`config.mk`:
```
export PLATFORM = sky130hd
export DESIGN_NAME = alu_result_buffer_flat
export DESIGN_NICKNAME = d
export VERILOG_FILES = /design/src/rtl/alu_result_buffer_if.sv /design/src/rtl/alu_result_buffer.sv /design/src/flat_wrapper.sv
export SDC_FILE = /design/constraint.sdc
export NUM_CORES = 1
export LEC_CHECK = 0
export BUFFER_PORTS_ARGS = -buffer_cell sky130_fd_sc_hd__clkbuf_2
export CAP_MARGIN = 20
export CORE_ASPECT_RATIO = 0.5
export CORE_MARGIN = 10
export CORE_UTILIZATION = 45
export CTS_CLUSTER_SIZE = 12
export DETAILED_ROUTE_END_ITERATION = 12
export PLACE_DENSITY = 0.68
export SKIP_LAST_GASP = 1
export SYNTH_ARGS = -nofsm -noshare
export SYNTH_HDL_FRONTEND = slang
export SYNTH_SLANG_ARGS = --single-unit
export TNS_END_PERCENT = 100
```
`constraint.sdc`:
```
create_clock -name clk -period 2.1 [get_ports clk]
set_input_delay 0.21 -clock clk [delete_from_list [all_inputs] [get_ports clk]]
set_output_delay 0.21 -clock clk [all_outputs]
set_load 0.1 [all_outputs]
```
`src/rtl/alu_result_buffer_if.sv`:
```
// Producer/consumer handshake bundle for the ALU result buffer.
// slave is the buffer's view; master is the view of the environment driving it.
interface alu_result_buffer_if #(
  parameter int N = 3
);
  logic           in_valid;
  logic           in_ready;
  logic [N+2:0]   in_res;
  logic [2:0]     in_op;
  logic           out_valid;
  logic           out_ready;
  logic [N+2:0]   out_res;
  logic [2:0]     out_op;
  logic           out_zero;
  logic           out_neg;

  modport slave (
    input  in_valid, in_res, in_op, out_ready,
    output in_ready, out_valid, out_res, out_op, out_zero, out_neg
  );

  modport master (
    output in_valid, in_res, in_op, out_ready,
    input  in_ready, out_valid, out_res, out_op, out_zero, out_neg
  );
endinterface

```
`src/rtl/alu_result_buffer.sv`:
```
// Show-ahead FIFO capturing ALU results with opcode and zero/negative flags,
// plus a saturating counter of pushes rejected while full.
module alu_result_buffer #(
  parameter int N     = 3,
  parameter int DEPTH = 4,
  parameter int AW    = 2
) (
  input  logic                 clk,
  input  logic                 reset,
  alu_result_buffer_if.slave   bus,
  output logic [AW:0]          count,
  output logic [7:0]           drop_cnt
);
  localparam int W = N + 3;
  localparam logic [AW:0] FULL_CNT = (AW+1)'(DEPTH);
  localparam logic [AW:0] CNT_ONE  = (AW+1)'(1);
  localparam logic [AW-1:0] PTR_ONE = AW'(1);

  logic [DEPTH-1:0][W-1:0] mem_res;
  logic [DEPTH-1:0][2:0]   mem_op;
  logic [DEPTH-1:0]        mem_zero;
  logic [DEPTH-1:0]        mem_neg;
  logic [AW-1:0]           wr_ptr;
  logic [AW-1:0]           rd_ptr;
  logic                    full;
  logic                    empty;
  logic                    push;
  logic                    pop;

  assign full  = (count == FULL_CNT);
  assign empty = (count == '0);
  // Handshakes use the registered occupancy only: a pop never opens a slot the same cycle.
  assign push  = bus.in_valid & ~full;
  assign pop   = bus.out_ready & ~empty;

  always_ff @(posedge clk) begin
    if (reset) begin
      wr_ptr   <= '0;
      rd_ptr   <= '0;
      count    <= '0;
      drop_cnt <= '0;
      mem_res  <= '0;
      mem_op   <= '0;
      mem_zero <= '0;
      mem_neg  <= '0;
    end else begin
      if (push) begin
        mem_res[wr_ptr]  <= bus.in_res;
        mem_op[wr_ptr]   <= bus.in_op;
        mem_zero[wr_ptr] <= (bus.in_res == '0);
        mem_neg[wr_ptr]  <= bus.in_res[W-1];
        wr_ptr           <= wr_ptr + PTR_ONE;
      end
      if (pop) begin
        rd_ptr <= rd_ptr + PTR_ONE;
      end
      if (push && !pop) begin
        count <= count + CNT_ONE;
      end else if (pop && !push) begin
        count <= count - CNT_ONE;
      end
      if (bus.in_valid && full && (drop_cnt != 8'hFF)) begin
        drop_cnt <= drop_cnt + 8'd1;
      end
    end
  end

  assign bus.in_ready  = ~full;
  assign bus.out_valid = ~empty;
  assign bus.out_res   = mem_res[rd_ptr];
  assign bus.out_op    = mem_op[rd_ptr];
  assign bus.out_zero  = mem_zero[rd_ptr];
  assign bus.out_neg   = mem_neg[rd_ptr];
endmodule

```
`src/flat_wrapper.sv`:
```
// flat-port wrapper written by rule: the top's interface ports become plain ports
module alu_result_buffer_flat 
#(
  parameter int N     = 3,
  parameter int DEPTH = 4,
  parameter int AW    = 2
)
  (clk, reset, count, drop_cnt, bus_in_valid, bus_in_res, bus_in_op, bus_out_ready, bus_in_ready, bus_out_valid, bus_out_res, bus_out_op, bus_out_zero, bus_out_neg);
  alu_result_buffer_if #(.N(N)) bus_i ();
  input  logic clk;
  input  logic reset;
  output logic [AW:0] count;
  output logic [7:0] drop_cnt;
  input wire logic [$bits(bus_i.in_valid)-1:0] bus_in_valid;
  input wire logic [$bits(bus_i.in_res)-1:0] bus_in_res;
  input wire logic [$bits(bus_i.in_op)-1:0] bus_in_op;
  input wire logic [$bits(bus_i.out_ready)-1:0] bus_out_ready;
  output wire logic [$bits(bus_i.in_ready)-1:0] bus_in_ready;
  output wire logic [$bits(bus_i.out_valid)-1:0] bus_out_valid;
  output wire logic [$bits(bus_i.out_res)-1:0] bus_out_res;
  output wire logic [$bits(bus_i.out_op)-1:0] bus_out_op;
  output wire logic [$bits(bus_i.out_zero)-1:0] bus_out_zero;
  output wire logic [$bits(bus_i.out_neg)-1:0] bus_out_neg;
  assign bus_i.in_valid = bus_in_valid;
  assign bus_i.in_res = bus_in_res;
  assign bus_i.in_op = bus_in_op;
  assign bus_i.out_ready = bus_out_ready;
  assign bus_in_ready = bus_i.in_ready;
  assign bus_out_valid = bus_i.out_valid;
  assign bus_out_res = bus_i.out_res;
  assign bus_out_op = bus_i.out_op;
  assign bus_out_zero = bus_i.out_zero;
  assign bus_out_neg = bus_i.out_neg;
  alu_result_buffer #(.N(N), .DEPTH(DEPTH), .AW(AW)) u_core (.clk(clk), .reset(reset), .bus(bus_i), .count(count), .drop_cnt(drop_cnt));
endmodule
```
==> results.md, run 1 <==
* Total Wirelength at 5800 um
* Mapped Area at between 0.002 and 0.003 mm^2
* Req. time, crit path at around 2.3 ns
* Synth warn at 0
* Drc violations at 0
* Fin crit period at 1.97 ns
* Finished Layout Cells at 367
* Fmax at about 500 MHz
* Clock sinks at 55
* Core area at 0.00568 mm^2
* Slew Limit Fails at 0
* DR WL/cell at roughly 16 um
* Final setup fails at 0
* Initial antenna violation count at 0
* Synth cell types at 40
* Global routing usage on met1 at 14.7%
* Post-Syn Instances at 251
* Synth-to-layout area growth at 23.9%
* Antenna diode count at 0
* GR Overflow Total at 0
* Final cell utilization of the core at between 50 and 60%
* Die ar. at between 0.009 and 0.01 mm^2
* Synth Area per Inst at 10.9 um^2
* Clk root buf: clkbuf_16
* Largest net degree at the start of global routing at 39
* Synth Register Bits at 55
* Status: finished clean
* Slew headroom at approximately 60%
* Met3 layer usage reported by global route at 4.84%
* Bufs on Longest Clock Path at 2
* Slowest cell on the critical path: dfxtp_4
* Rows at 19
* VDD IR max at about 1.5 mV
* Grt met2 use at 21.1%
* Worst Hold Class: in2reg
* Worst-path clk slew at 0.08 ns
* ANT nets after route at 0
* Layout cells sized above 1 at between 20% and 30%
* Max Clock Skew at 0.00407 ns
* First-pass GRT wire length at approximately 9800 um
* H-Tree Level Count at 2
* Top Usage Layer GRT: met2
* Final period util at a little over nine tenths
* Via density at about 5.3
* Max Cap Viol at 0
* Pwr per Cell Area at about 1100 mW/mm^2
* CP Capture Type: register
* TritonCTS Buffers at 5
* Synthesized Nets at around 270
* Clock Latency Late Sink at ~0.30 ns
* Setup Crit Path Kind: reg2reg
* Die Wd at about 130 um
* Die span in y at approximately 75 um
* I/O Buffers at 36
* Initial drt markers at 94
* Sequential fraction of the synthesis area at 40.1%
* WP data arrival at 2.20 ns
* RSZ-0062 raised after global routing: no
* DR pass1 iterations at 4
* Gr usage total at 12.5%
* CP max stage delay at approximately 0.4 ns
* Worst Path Max Fanout at 8
* Slew of the pin with the lowest slew margin at slightly above 0.6 ns
* Nets@finish at 313
* Leak Pwr at ~1.4 nW
* Fin. Hold Viols at 0
* DP Cell Count at 354
* Starting Density at 48.3%
* I/O pin cnt at 37
* Detailed placement HPWL at 4100 um
* Routability-driven placement congestion ratio at slightly below 0.8
* Via Count at 1958
* CP Launch Type: register
* CTS tree: built
* Setup_tns at 0 ns
* Vias in the first global route at a little over 2000
* Crit-path cells: o31ai_4 -> ha_2 -> inv_1 -> fa_1 -> xor2_1 -> or3_4 -> a21oi_2
[cells in the mapped netlist (all sizes together)]
cell type,number,area share [%]
nor3,1,0.18
nor2,7,0.96
nor2b,2,0.46
o21ai,3,0.55
or4,1,0.27
buf,7,2.1
dfxtp,55,40
a21oi,5,0.91
xor2,4,1.3
nand2b,52,12
inv,6,0.91
mux2i,42,15
nor3b,1,0.68
ha,6,2.7
nand4bb,1,1.0
and3,4,1.3
or3,2,0.55
nand2,2,0.27
mux4,10,8.2
a41oi,1,0.32
nand3,8,1.8
and4,2,0.64
o21bai,1,0.27
o311ai,1,0.32
clkbuf,8,1.1
o31ai,2,0.55
mux2,2,0.82
and2,2,0.46
a21boi,1,0.27
and4bb,1,0.46
a31oi,2,0.46
nor4,3,0.68
fa,1,0.73
a311oi,2,0.64
a211oi,3,0.82
[cell usage in the layout (no fill, tap or decap), types with 5 or more instances in the layout]
master / count
clkbuf_16: 5
buf_12: 12
mux2i_1: 42
mux4_2: 10
ha_1: 5
nand3_1: 6
dfxtp_1: 50
nor2_1: 7
inv_1: 5
clkbuf_2: 25
buf_4: 13
nand2b_1: 52
[what timing repair did]
action	CTS	global route
hold buffers	0	0
gates resized for setup	1	2
endpoints found under the setup margin	1	1
gates cloned	0	0
pin swaps	2	2
setup buffers	2	3
[critical path: cells and delay by family, from the launching register on]
family                   cells  cell delay, ns
flip-flops                   1            0.39
XOR/XNOR                     1            0.16
AND/OR/NAND/NOR              1            0.33
buffers and inverters        1            0.05
AO/OA/AOI/OAI                2            0.37
adder cells (fa/ha/maj)      2            0.59
[sequential cells by signal (all words and copies together) (netlist names)]
register	flops
u_core.mem_neg	3
u_core.count	3
u_core.rd_ptr	2
u_core.drop_cnt	8
u_core.mem_op	12
u_core.wr_ptr	2
u_core.mem_zero	4
u_core.mem_res	21
[power by group]
part	total, W	switching [W]	internal, W	leakage, nW
sequential	0.00126	0.000111	0.00115	0.449
clock	0.000872	0.000416	0.000456	0.0723
combinational	0.00161	0.00100	0.000608	0.908
total	0.00374	0.00153	0.00221	1.43
[through the flow]
step / area, um^2 / total power [W] / hold slack, ns / worst slack (ns)
finish: 3400 / 0.00374 / 0.243 / 0.130
global route: 3400 / 0.00391 / 0.264 / 0.0623
CTS: 3370 / 0.00373 / 0.246 / 0.0156
detailed placement: 3200 / 0.00285 / 0.462 / -0.00877
global placement: 3200 / 0.00281 / 0.457 / 0.0913
floorplan: 2770 / 0.00242 / 0.406 / -0.0222
[area by class of cell]
cell class | instances | area [um^2]
Tap cell | 73 | 91.3
Timing Repair Buffer | 50 | 463
Sequential cell | 55 | 1110
Clock buffer | 5 | 125
Fill cell | 468 | 2280
Multi-Input combinational cell | 175 | 1550
Clock inverter | 3 | 27.5
Inverter | 6 | 25.0
[routing by layer]
| metal | vias to the layer above | share of wire [%] |
|---|---|---|
| li1 | 979 | - |
| met1 | 942 | 45 |
| met2 | 30 | 47 |
| met3 | 7 | 5.8 |
| met4 | 0 | 1.3 |
| met5 | - | 0 |
[logic make-up (layout without fill, tap and decap cells)]
group / count (synthesis) / in the layout / share of synthesized area, %
AND/OR/NAND/NOR: 89 / 89 / 21.6
flip-flops: 55 / 55 / 40.1
adder cells (fa/ha/maj): 7 / 7 / 3.47
XOR/XNOR: 4 / 4 / 1.28
buffers and inverters: 21 / 64 / 4.10
AO/OA/AOI/OAI: 21 / 21 / 5.11
multiplexers: 54 / 54 / 24.4
[worst paths after layout]
| kind | slack [ns] | end | cells after the start | from |
|---|---|---|---|---|
| worst max-delay path | 0.13 | u_core.count[2] | 7 | u_core.count[1] |
| worst min-delay path | 0.24 | u_core.mem_op[4] | 3 | bus_in_op[1] |
| worst max register to register | 0.13 | u_core.count[2] | 7 | u_core.count[1] |
| worst min register to register | 0.47 | u_core.mem_res[2] | 2 | u_core.mem_res[2] |
Note: power is estimated with default switching activity, not from simulation.
==> run 2, diff against run 1 <==
Settings changed: RECOVER_POWER set to 50.
==> results.md, run 2 (synthesized netlist as in run 1, its figures left out) <==
* Status: finished clean
* Drc violations at 0
* Via Count at 1947
* CP Launch Type: register
* ANT nets after route at 0
* Synth-to-layout area growth at 22.7%
* Fmax at around 500 MHz
* WHS Endpoint: u_core.mem_op[4]
* Vias in the first global route at around 2100
* CTS tree: built
* Detailed placement HPWL at between 4000 and 5000 um
* DR pass1 iterations at 4
* Final setup fails at 0
* Starting Density at between 40 and 50%
* Commonest non-fill, non-tap cell in the layout: nand2b_1
* GR Overflow Total at 0
* Max Cap Viol at 0
* Bufs on Longest Clock Path at 2
* Nets@finish at around 310
* Clock sinks at 55
* Die Wd at between 100 and 150 um
* RSZ-0062 raised after global routing: no
* Fin Hold WS at approximately 0.24 ns
* Clk pwr share at 23.4%
* Largest net degree at the start of global routing at 39
* Core area at 0.00568 mm^2
* Slew Limit Fails at 0
* TritonCTS Buffers at 5
* Routability-driven placement congestion ratio at between 0.7 and 0.8
* Gr usage total at between 10% and 20%
* Max reg flops at 21
* Reg2Reg Depth at 7
* Post-route cell area at 0.00337 mm^2
* Setup Crit Path Kind: reg2reg
* DR WL/cell at approximately 16 um
* Comb power frac at 42.9%
* Pwr per Cell Area at between 1000 and 1500 mW/mm^2
* Slew headroom at between 20% and 30%
* DP Cell Count at between 300 and 400
* Max Clock Skew at roughly 0.0040 ns
* Slack of the worst reg-to-reg path at approximately 0.13 ns
* Hold_sp: bus_in_op[1]
* Via density at 5.31
* Rows at 19
* WP data arrival at about 2.2 ns
* VDD IR max at between 1 and 1.5 mV
* I/O Buffers at 36
* Leak Pwr at roughly 1.4 nW
* Initial drt markers at 85
* Clk root buf: clkbuf_16
* Worst Setup Slack post-DPL at -0.00877 ns
* Slew of the pin with the lowest slew margin at around 1.2 ns
* Worst-path clk slew at approximately 0.080 ns
* Clock Latency Late Sink at ~0.3 ns
* Largest Register: u_core.mem_res
* Net Sw Frac at around 41%
* R2R Path Start: u_core.count[1]
* Die span in y at about 75 um
* Hold buffer count at CTS at 0
* Worst Hold Class: in2reg
* Crit Reg-Reg Endpoint: u_core.count[2]
* Placed cell area at between 0.003 and 0.004 mm^2
* Sequential power share at around a third
* Req. time, crit path at 2.33 ns
* Internal at around 0.0022 W
* Crit path from: u_core.count[1]
* Worst Slack Setup Final at approximately 0.13 ns
* Most frequent cells in the layout: nand2b_1 (52), dfxtp_1 (51), mux2i_1 (42)
* Total Wirelength at 5800 um
* Layout cells sized above 1 at between 20 and 30%
* Fill cells at between 400 and 500
* Finished Layout Cells at roughly 370
* First-pass GRT wire length at 9790 um
* CP Capture Type: register
* Worst Hold Path Cells at 3
* Fin. Hold Viols at 0
* Die ar. at between 0.009 and 0.01 mm^2
* Worst Path Max Fanout at 8
* Initial antenna violation count at 0
* Final cell utilization of the core at a little under 60%
* Antenna diode count at 0
* Switch Pwr at 0.00152 W
* H-Tree Level Count at 2
* Final period util at 93.8%
* Leading registers by flop count: u_core.mem_res x21, u_core.mem_op x12, u_core.drop_cnt x8
* I/O pin cnt at 37
* Fin crit period at between 1.5 and 2 ns
## run 2: through the flow
stage                     TNS [ns]  power, W
after floorplan            -0.0222   0.00242
after global placement           0   0.00281
after detailed placement  -0.00877   0.00285
after CTS                        0   0.00373
after global routing             0   0.00390
final                            0   0.00373
## run 2: metal layers
layer / global-route usage, % / routed length (um)
met1: 14.7 / 2650
met2: 21.1 / 2770
met3: 4.84 / 304
met4: 4.04 / 76
met5: 0 / 0
## run 2: worst max-delay path by stage
| stage | cells past startpoint | slack (ns) | endpoint |
|---|---|---|---|
| final | 7 | 0.13 | u_core.count[2] |
| after global routing | 7 | 0.06 | u_core.count[2] |
| after CTS | 7 | 0.02 | u_core.count[2] |
| after detailed placement | 7 | -0.009 | u_core.count[2] |
| after global placement | 7 | 0.09 | u_core.count[2] |
| after floorplan | 8 | -0.02 | u_core.count[2] |
## run 2: power groups by stage
stage / Sequential (W) / Clock (W) / Combinational [W]
5_1_grt: 0.00127 / 0.000934 / 0.00169
2_1_floorplan: 0.00143 / 0 / 0.000996
6_report: 0.00126 / 0.000872 / 0.00160
3_5_place_dp: 0.00130 / 0 / 0.00155
3_3_place_gp: 0.00129 / 0 / 0.00153
4_1_cts: 0.00127 / 0.000886 / 0.00157
## run 2: critical path, stage by stage (launching register included)
cell and delay (ns):
dfxtp_4 0.39, o31ai_4 0.24, ha_2 0.22, inv_1 0.05, fa_1 0.37, xor2_1 0.16
or3_4 0.33, a21oi_2 0.13
## run 2: repair_timing
action | CTS | global route
pin swaps | 2 | 2
setup buffers | 2 | 3
endpoints found under the hold margin | 0 | 0
resized for setup | 1 | 2
setup endpoints to repair | 1 | 1
## run 2: area by class of cell
type | instances | area [um^2] | share of cell area [%]
sequential | 55 | 1110 | 33.1
clock buffer | 5 | 125 | 3.72
timing repair buffer | 50 | 449 | 13.3
clock inverter | 3 | 27.5 | 0.818
tap | 73 | 91.3 | 2.71
multi-input combinational | 175 | 1530 | 45.6
inverter | 6 | 25.0 | 0.743
==> run 3, diff against run 2 <==
Settings changed: CORE_MARGIN 10 to unset, PLACE_DENSITY 0.68 to 0.66.
Clock period 2.1 ns to 2.45 ns, I/O delays scaled along.
==> results.md, run 3 (synthesized netlist as in run 1, its figures left out) <==
* Max Clock Skew at just under 0.004 ns
* Initial antenna violation count at 0
* H-Tree Level Count at 2
* Worst Path Max Fanout at 9
* Initial drt markers at 54
* Final setup fails at 0
* Fmax at about 450 MHz
* Worst Setup Slack post-DPL at between 0.2 and 0.25 ns
* TritonCTS Buffers at 5
* CP max stage delay at roughly 0.40 ns
* Crit-path cells: o31ai_1 -> ha_1 -> inv_1 -> fa_1 -> xor2_1 -> or3_2 -> a21oi_1
* Largest Register: u_core.mem_res
* Clk pwr share at between 20% and 30%
* Comb power frac at between 30% and 40%
* Layout cells sized above 1 at roughly a fifth
* Crit path buf inv count at 1
* Switch Pwr at 0.00123 W
* Gr usage total at between 15 and 20%
* Worst Hold Class: in2reg
* Leak Pwr at around 1.3 nW
* Pwr Total at between 0.002 and 0.003 W
* Slack of the worst reg-to-reg path at between 0.2 and 0.25 ns
* ANT nets after route at 0
* Slowest cell on the critical path: or3_2
* Setup bufs post-CTS at 0
* Status: finished, violations left
* Max reg flops at 21
* Starting Density at between 40% and 50%
* I/O pin cnt at 37
* Antenna diode count at 0
* CP Launch Type: register
* Crit path from: u_core.count[0]
* Die span in y at approximately 57 um
* Die Wd at roughly 110 um
* Crit path to: u_core.count[2]
* Leading registers by flop count: u_core.mem_res x21, u_core.mem_op x12, u_core.drop_cnt x8
* Final cell utilization of the core at 54.4%
* Synth-to-layout area growth at 12.6%
* Hold buffer count at CTS at 0
* Internal at between 0.0015 and 0.002 W
* DR pass1 iterations at 4
* Vias in the first global route at between 1500 and 2000
* Post-CTS resize count at 0
* Total Wirelength at ~5300 um
* Routability-driven placement congestion ratio at approximately 0.77
* CP Capture Type: register
* DR WL/cell at 14.8 um
* Fin Hold WS at 0.281 ns
* Bufs on Longest Clock Path at 2
* Fill cells at just under 500
* Via Count at about 1900
* Fin. Hold Viols at 0
* Die ar. at between 0.006 and 0.007 mm^2
* Slew of the pin with the lowest slew margin at between 1.5 and 2 ns
* Pwr per Cell Area at ~940 mW/mm^2
* Core area at 0.00568 mm^2
* WP depth at 7
* GR Overflow Total at 0
* Net Sw Frac at a little over two fifths
* CTS tree: built
* I/O Buffers at 36
* Sequential power share at 36.8%
* VDD IR max at about 0.84 mV
* RSZ-0062 raised after global routing: no
* Worst Slack Setup Final at about 0.25 ns
* Req. time, crit path at 2.67 ns
* Max Cap Viol at 1
* Via density at between 5 and 6
* Worst-path clk slew at ~0.08 ns
* Setup Crit Path Kind: reg2reg
* R2R Path Start: u_core.count[0]
* WP data arrival at 2.42 ns
* Drc violations at 0
* Clock Latency Late Sink at ~0.29 ns
* Slew Limit Fails at 56
* Final period util at 89.9%
* Largest net degree at the start of global routing at 56
* First-pass GRT wire length at 8810 um
* Slew headroom at -8.36%
* Clock sinks at 55
* Setup_tns at 0 ns
* Reg2Reg Depth at 7
* Failing checks: capacitance limit, slew limit
* Fin crit period at 2.20 ns
* Crit Reg-Reg Endpoint: u_core.count[2]
* Clk root buf: clkbuf_16
* Rows at 19
* Detailed placement HPWL at around 3700 um
* Nets@finish at slightly above 300
* Crit path max-delay family: adder cells
* Most frequent cells in the layout: nand2b_1 (52), dfxtp_1 (52), mux2i_1 (42)
run 3: cell count changes in the layout (fill, tap and decap cells not counted), sizes merged:
cell	delta
buf	-21
clkbuf	+10
clkinv	+2
clkinvlp	-1
inv	-1
run 3: worst min path at each step:
stage                                   from                  to  slack [ns]  cells after the start
after floorplan           u_core.mem_res[13]  u_core.mem_res[13]        0.45                      2
after global placement    u_core.mem_res[16]  u_core.mem_res[16]        0.46                      2
after detailed placement   u_core.mem_res[8]   u_core.mem_res[8]        0.47                      2
after CTS                       bus_in_op[1]    u_core.mem_op[1]        0.28                      3
after global routing            bus_in_op[1]    u_core.mem_op[1]        0.30                      3
final                           bus_in_op[1]    u_core.mem_op[1]        0.28                      3
run 3: cell type report:
class	count	area, um^2	share of cell area (%)
sequential	55	1100	35.7
multi-input combinational	175	1530	49.5
timing repair buffer	39	185	5.99
tap	73	91.3	2.96
clock inverter	3	28.8	0.931
inverter	6	25.0	0.810
clock buffer	5	125	4.05
run 3: routing by layer:
| layer | global-route usage, % | vias up | share of wire [%] | wire length (um) |
|---|---|---|---|---|
| met4 | 4.76 | 0 | 0.32 | 17 |
| met3 | 4.99 | 2 | 4.2 | 222 |
| met5 | 0 | - | 0 | 0 |
| met1 | 22.6 | 920 | 49 | 2570 |
| met2 | 30.3 | 30 | 47 | 2450 |
| li1 | - | 955 | - | - |
run 3: metrics by stage:
stage               cells  cell area (um^2)
CTS                   356              3110
global placement      348              2950
global route          356              3090
finish                356              3090
detailed placement    348              2950
floorplan             251              2750
run 3: power groups by stage:
stage / Clock, W / Combinational (W) / Sequential (W)
after floorplan: 0 / 0.000848 / 0.00121
after global placement: 0 / 0.00112 / 0.00109
after detailed placement: 0 / 0.00113 / 0.00110
after CTS: 0.000748 / 0.00113 / 0.00108
after global routing: 0.000778 / 0.00118 / 0.00109
final: 0.000730 / 0.00111 / 0.00107
run 3: worst reg2reg max path: stages, from the launching register on:
cell	delay [ns]
dfxtp_2	0.38
o31ai_1	0.38
ha_1	0.25
inv_1	0.06
fa_1	0.37
xor2_1	0.16
or3_2	0.40
a21oi_1	0.14
